`src/rtl/imem_loader_pkg.sv`:
```
// Shared definitions for the instruction-memory boot loader: FSM state
// encodings and default memory geometry, used by the RTL and its bench.
package imem_loader_pkg;

    localparam int MEM_BYTES_DEF = 32;
    localparam int ADDR_W_DEF    = 5;

    typedef enum logic [2:0] {
        IDLE  = 3'd0,
        LEN   = 3'd1,
        LOAD  = 3'd2,
        CHECK = 3'd3,
        DONE  = 3'd4,
        ERROR = 3'd5
    } state_t;

endpackage

```
`src/rtl/imem_loader.sv`:
```
// Boot loader: receives a framed byte stream (LEN, 4N payload bytes, XOR CHK),
// writes the payload big-endian into instruction memory from address 0 and
// releases the core via cpu_run once the checksum verifies.
module imem_loader
    import imem_loader_pkg::*;
#(
    parameter int MEM_BYTES = MEM_BYTES_DEF,
    parameter int ADDR_W    = ADDR_W_DEF
) (
    input  logic              clk,
    input  logic              reset,
    input  logic              start,
    input  logic              in_valid,
    input  logic [7:0]        in_data,
    output logic              in_ready,
    output logic              mem_we,
    output logic [ADDR_W-1:0] mem_addr,
    output logic [7:0]        mem_wdata,
    output logic              cpu_run,
    output logic              load_err,
    output logic              busy,
    output logic [ADDR_W:0]   byte_count
);

    localparam logic [7:0]      MAX_WORDS = 8'(MEM_BYTES / 4);
    localparam logic [ADDR_W:0] ONE       = (ADDR_W + 1)'(1);

    state_t          state, state_nxt;
    logic            accept;
    logic            len_bad;
    logic            last_byte;
    logic            chk_ok;
    logic            wr_fire;
    logic            len_take;
    logic [ADDR_W:0] total_bytes;
    logic [7:0]      chk_acc;

    assign accept    = in_valid && in_ready;
    assign len_bad   = (in_data == 8'd0) || (in_data > MAX_WORDS);
    assign last_byte = (byte_count == total_bytes - ONE);
    assign chk_ok    = (in_data == chk_acc);

    // State register
    always_ff @(posedge clk) begin
        if (reset) begin
            state <= IDLE;
        end else begin
            state <= state_nxt;
        end
    end

    // Next-state logic
    always_comb begin
        state_nxt = state;
        unique case (state)
            IDLE: begin
                if (start) state_nxt = LEN;
            end
            LEN: begin
                if (accept) state_nxt = len_bad ? ERROR : LOAD;
            end
            LOAD: begin
                if (accept && last_byte) state_nxt = CHECK;
            end
            CHECK: begin
                if (accept) state_nxt = chk_ok ? DONE : ERROR;
            end
            DONE, ERROR: begin
                if (start) state_nxt = LEN;
            end
            default: state_nxt = IDLE;
        endcase
    end

    // Output decode from current state
    always_comb begin
        in_ready = 1'b0;
        busy     = 1'b0;
        wr_fire  = 1'b0;
        len_take = 1'b0;
        unique case (state)
            LEN: begin
                in_ready = 1'b1;
                busy     = 1'b1;
                len_take = in_valid && !len_bad;
            end
            LOAD: begin
                in_ready = 1'b1;
                busy     = 1'b1;
                wr_fire  = in_valid;
            end
            CHECK: begin
                in_ready = 1'b1;
                busy     = 1'b1;
            end
            default: ;
        endcase
    end

    // Datapath: registered memory write port, address/count, checksum
    always_ff @(posedge clk) begin
        if (reset) begin
            mem_we      <= 1'b0;
            mem_addr    <= '0;
            mem_wdata   <= 8'd0;
            byte_count  <= '0;
            total_bytes <= '0;
            chk_acc     <= 8'd0;
            cpu_run     <= 1'b0;
            load_err    <= 1'b0;
        end else begin
            mem_we   <= wr_fire;
            cpu_run  <= (state_nxt == DONE);
            load_err <= (state_nxt == ERROR);
            if (len_take) begin
                // N <= MEM_BYTES/4 here, so 4N fits in ADDR_W+1 bits
                total_bytes <= {in_data[ADDR_W-2:0], 2'b00};
                byte_count  <= '0;
                chk_acc     <= 8'd0;
            end
            if (wr_fire) begin
                mem_addr   <= byte_count[ADDR_W-1:0];
                mem_wdata  <= in_data;
                byte_count <= byte_count + ONE;
                chk_acc    <= chk_acc ^ in_data;
            end
        end
    end

endmodule

```
`config.mk`:
```
export PLATFORM = sky130hd
export DESIGN_NAME = imem_loader
export DESIGN_NICKNAME = d
export VERILOG_FILES = /design/src/rtl/imem_loader_pkg.sv /design/src/rtl/imem_loader.sv
export SDC_FILE = /design/constraint.sdc
export NUM_CORES = 1
export LEC_CHECK = 0
export BUFFER_PORTS_ARGS = -buffer_cell sky130_fd_sc_hd__buf_4
export CAP_MARGIN = 10
export CORE_ASPECT_RATIO = 1.2
export CORE_MARGIN = 1.5
export CORE_UTILIZATION = 58
export CTS_CLUSTER_DIAMETER = 150
export DETAILED_ROUTE_END_ITERATION = 10
export GPL_TIMING_DRIVEN = 0
export PLACE_DENSITY = 0.93
export SYNTH_ARGS = -nofsm -noshare
export SYNTH_HDL_FRONTEND = slang
export SYNTH_SLANG_ARGS = --single-unit
```
`constraint.sdc`:
```
create_clock -name clk -period 4.95 [get_ports clk]
set_input_delay 1.485 -clock clk [delete_from_list [all_inputs] [get_ports clk]]
set_output_delay 1.485 -clock clk [all_outputs]
set_load 0.03 [all_outputs]
```
After elaboration in Yosys (flattened, before gate mapping)
Index checks and enable logic that the tools add are counted.
Word-level totals
  input port bits: 12
  logic and storage cells: 46
  output and inout bits: 24
  register bits: 37
Operators by class
  magnitude comparators: 1
  equality and inequality tests: 9
  reduce and logical (&&, ||, !) cells: 10
  mux-type cells: 14
  bitwise operators: 1
  $add $sub $neg: 2
Operators with widths (number)
  two-way mux 8 bit: 2
  two-way mux 3 bit: 5
  equality test 3 bit, second input constant: 4
  two-way mux 6 bit: 2
  one-hot mux 3 bit (4 select lines): 1
  equality test 8 bit: 1
  > comparator 8 x 4 -> 1 bit, second input constant: 1
  zero test 8 bit: 1
  bitwise XOR 8 bit: 1
  adder 6 x 1 -> 6 bit, second input constant: 1
  equality test 3 x 2 -> 1 bit, second input constant: 2
  equality test 6 bit: 1
  OR reduction 3 bit: 2
  subtractor 6 x 1 -> 6 bit, second input constant: 1
  two-way mux 1 bit: 4
  equality test 3 x 1 -> 1 bit, second input constant: 1
  logical AND 1 bit: 3
  zero test 3 bit: 1
  nonzero test 2 bit: 1
  zero test 1 bit: 1
  logical OR 1 bit: 1

Logic depth before layout (Yosys ltp)
  depth after elaboration: 8
  gate-level depth with buffers: 6
  mapped depth without buffers: 6

Worst setup path after synthesis
OpenSTA, ideal clock, no wires.
  kind: input port to flip-flop
  from: input in_data[4]
  to: register total_bytes[2]
  arrival: 2.619 ns
  stages: 4
  buffers on the path: 0
  library setup time: 0.128 ns
  required time: 4.822 ns
  setup slack: 2.203 ns
  path through: nor4_1 > nand4_1 > mux2i_1 > nor2_1
On the way
  longest elaborated chain between the ends: 5
RTL lines
  start: declaration: line imem_loader.sv:14  | input logic [7:0] in_data,
  > comparator 8 x 4 -> 1 bit or zero test 8 bit (tied branches): line imem_loader.sv:39  | assign len_bad = (in_data == 8'd0) || (in_data > MAX_WORDS);
  logical OR 1 bit (*): line imem_loader.sv:39
  zero test 1 bit (*): line imem_loader.sv:85  | len_take = in_valid && !len_bad;
  logical AND 1 bit (*): line imem_loader.sv:85
  two-way mux 1 bit (*): line imem_loader.sv:81  | unique case (state)
  end signal: assignment: line imem_loader.sv:117  | total_bytes <= {in_data[ADDR_W-2:0], 2'b00};
  end: declaration: line imem_loader.sv:35  | logic [ADDR_W:0] total_bytes;
Every way passes the cells marked *; elsewhere a longest branch is shown, timed or not.
A chain may end at the register's enable or synchronous reset.

Worst setup path after layout
  from: input in_data[4]
  to: register chk_acc[3]
On the way
  longest elaborated chain between the ends: 6
RTL lines
  > comparator 8 x 4 -> 1 bit or zero test 8 bit (tied branches): line imem_loader.sv:39
  logical OR 1 bit (*): line imem_loader.sv:39
  zero test 1 bit (*): line imem_loader.sv:85
  logical AND 1 bit (*): line imem_loader.sv:85
  two-way mux 1 bit (*): line imem_loader.sv:81
  nonzero test 2 bit (no line) (*)
  end signal: assignment: line imem_loader.sv:125  | chk_acc <= chk_acc ^ in_data;
  end: declaration: line imem_loader.sv:36  | logic [7:0] chk_acc;
Marked as above.

==> flow_metrics.tcl <==
set metrics [dict create \
    hold_path_class "reg2reg" \
    io_pins 36 \
    tritoncts_clock_tree "built" \
    routed_via_density 5.88 \
    worst_ep_required_time_ns 5.18 \
    detail_route.wl_per_cell_um 14.6 \
    post_layout_net_count 276 \
    dp_hpwl_mm 3.14 \
    port-buffer-count 34 \
    postRouteAntennaNets 0 \
    core-area_um2 3030 \
    filler_cell_count 234 \
    clock_latency_late_sink_ns 0.36 \
    yosys_warnings 0 \
    initial_antenna_violation_count 0 \
    initial_utilization_pct 60.7 \
    status "complete, no violations" \
    placed_cells_incl_taps 291 \
    mostFrequentLayoutCells "37 x buf_4, 37 x dfxtp_1, 29 x nand2_1, 26 x a21oi_1, 23 x o21ai_0" \
    synth_sequential_area_ratio_pct 40.3 \
    reg_area_um2 741 \
    slew_violations 0 \
    grt_pass1_wl_mm 7.30 \
    setup.worst_path.start_class "input port" \
    totalPowerFinal_uw 619 \
    worst-endpoint-arrival_ns 3.22 \
    drt_pre_antenna_iters 4 \
    overall_die_area_um2 3510 \
    cts_max_level 2 \
    yosys_register_bits 37 \
    cts_buffer_depth 2 \
    synth_cell_types 43 \
    r2r_setup_slack_ns 3.16 \
    p_per_area_nw_per_um2 276 \
    worstPathMaxFanout 10 \
    synth_top_area_share_pct 40.3 \
    layout_worst_path_cycle_share_pct 60.4 \
    diodes 0 \
    syn-num-nets 235 \
    drv.max_cap_violation_count 0 \
    cts.repair_timing.setup_buffer_count 0 \
    clock_transition_at_the_registers_of_the_reported_paths_ns 0.12 \
    synthToLayoutAreaGrowth_pct 21.9 \
    dp_worst_setup_slack_ns 1.63 \
    timing_hold_violations_final 0 \
    row_count 22 \
    grtUsageTotal_pct 28.5 \
    synth_area_per_cell_um2 8.31 \
    period_minus_slack_ns 2.99 \
    cts_root_buf "clkbuf_4" \
    rsz_0062_raised_after_global_routing "no" \
    num_vias 1759 \
    drive_above_1_share_pct 19.8 \
    setup_tns_ns 0 \
    worstRegToRegCells 6 \
    endpoint_class_of_the_critical_path "register" \
    setup_viol_count_final 0 \
    vdd.ir_drop.worst_mv 0.345 \
    finalClockSkew_ns 0.0117 \
    synth_edf_count 0 \
    clk_sink_count 37 \
    syn_inst 221 \
    die_x_um 54.4 \
    syn_std_cell_area_um2 1840 \
    gr-total-overflow 0 \
    layout.cells.non_filler 299 \
    setup.worst_path.class "in2reg" \
    cellLeakagePower_nw 0.888 \
    upper_clock_frequency_limit_ghz 0.335 \
    cts-buffers-inserted 5 \
    relSlewSlack_pct 39.4 \
    cell_types_with_the_largest_area_share_after_synthesis "dfxtp_1 40%, a21oi_1 7.1%, o21ai_0 6.3%" \
    crit_end "chk_acc[3]" \
    measured_slew_at_the_worst_slew_check_pin_ns 0.900 \
    wl_mm 4.38 \
    hold_ws_ns 0.462 \
    drt_iter0_drc 78 \
    largest_area_contributor_in_the_netlist "dfxtp_1" \
    synth_ff_type "dfxtp_1" \
    crit_path_start "in_data[4]" \
    multi_input_comb_area_um2 1010 \
    grt_pass1_vias 1614 \
    place.gp.congestion 0.837 \
    setup_ws_ns 1.96 \
    worst_r2r_dst "cpu_run" \
    r2r-start "state[0]" \
    cts_hold_buffers 0 \
    async_reset_ff_share_pct 0 \
    cts_resized 0 \
    route.detailed.drc 0 \
    grt_start_max_net_pins 13 \
    floorplan.die.height_um 64.6 \
]
## how the worst min path moves through the flow
stage                 startpoint           end  slack, ns  depth (start not counted)
global placement    mem_wdata[3]  mem_wdata[3]       0.44                          2
floorplan             chk_acc[3]    chk_acc[3]       0.46                          2
global route         mem_addr[0]   mem_addr[0]       0.48                          2
detailed placement  mem_wdata[1]  mem_wdata[1]       0.45                          2
CTS                 mem_wdata[0]  mem_wdata[0]       0.46                          2
finish              mem_wdata[0]  mem_wdata[0]       0.46                          2
## worst max-delay path, stage by stage
cell and delay (ns):
buf_4 0.13, nor4_1 0.78, a41oi_2 0.25, clkbuf_2 0.24
o21ai_0 0.22, a21oi_1 0.10
## power by group
group / leakage (nW) / switching, mW / internal [mW]
clock network: 0.0552 / 0.108 / 0.156
registers: 0.298 / 0.00177 / 0.300
logic: 0.534 / 0.0319 / 0.0214
total: 0.888 / 0.141 / 0.477
## area by class of cell
cell class | instances | area share, %
plain buffers | 14 | 3.24
clock buffers | 5 | 1.68
clock inverters | 3 | 2.91
inverters | 4 | 0.670
multi-input cells | 166 | 45.0
flip-flops and latches | 37 | 33.1
well taps | 36 | 2.01
repair buffers | 34 | 11.4
## cell usage after synthesis (2+ instances only)
cell	instances
dfxtp_1	37
nand3b_1	2
nand2b_1	3
nor3_1	2
mux2i_1	4
nor2_1	8
nor4_1	5
nand4_1	3
buf_4	3
inv_1	4
nor3b_1	7
a31oi_1	2
nand3_1	2
xnor2_1	6
and2_1	3
clkbuf_1	8
or4_4	2
nand2_1	29
xor2_1	7
o21ai_0	23
a21oi_1	26
nor2b_1	13
ha_1	2
## metal layers
metal | vias to the layer above | global-route usage (%) | share of wire, %
met2 | 64 | 45.3 | 51
met3 | 14 | 8.99 | 8.1
met1 | 828 | 34.4 | 38
li1 | 853 | - | -
met5 | - | 0 | 0
met4 | 0 | 12.2 | 2.4
## flip-flops by register name, summed over array words and instances (netlist names)
name         flops
mem_wdata        8
chk_acc          8
mem_we           1
state            3
mem_addr         5
total_bytes      4
cpu_run          1
load_err         1
byte_count       6
## stage by stage
stage | cell area [um^2] | util (%)
after floorplan | 1840 | -
after global placement | 2140 | 70.6
after detailed placement | 2140 | 70.6
after CTS | 2240 | 74.0
after global routing | 2240 | 74.0
final | 2240 | 74.0
## kinds of logic (layout without fill, tap and decap cells)
logic type | count (synthesis) | in the layout | share of synthesized area [%]
compound gates | 63 | 63 | 19.8
xor+xnor | 13 | 13 | 6.20
fa+ha+maj | 2 | 2 | 1.36
buf+inv | 18 | 60 | 4.77
flops | 37 | 37 | 40.3
mux | 4 | 4 | 2.18
simple gates | 84 | 84 | 25.4
No activity file was read; power rests on OpenSTA's default activity.
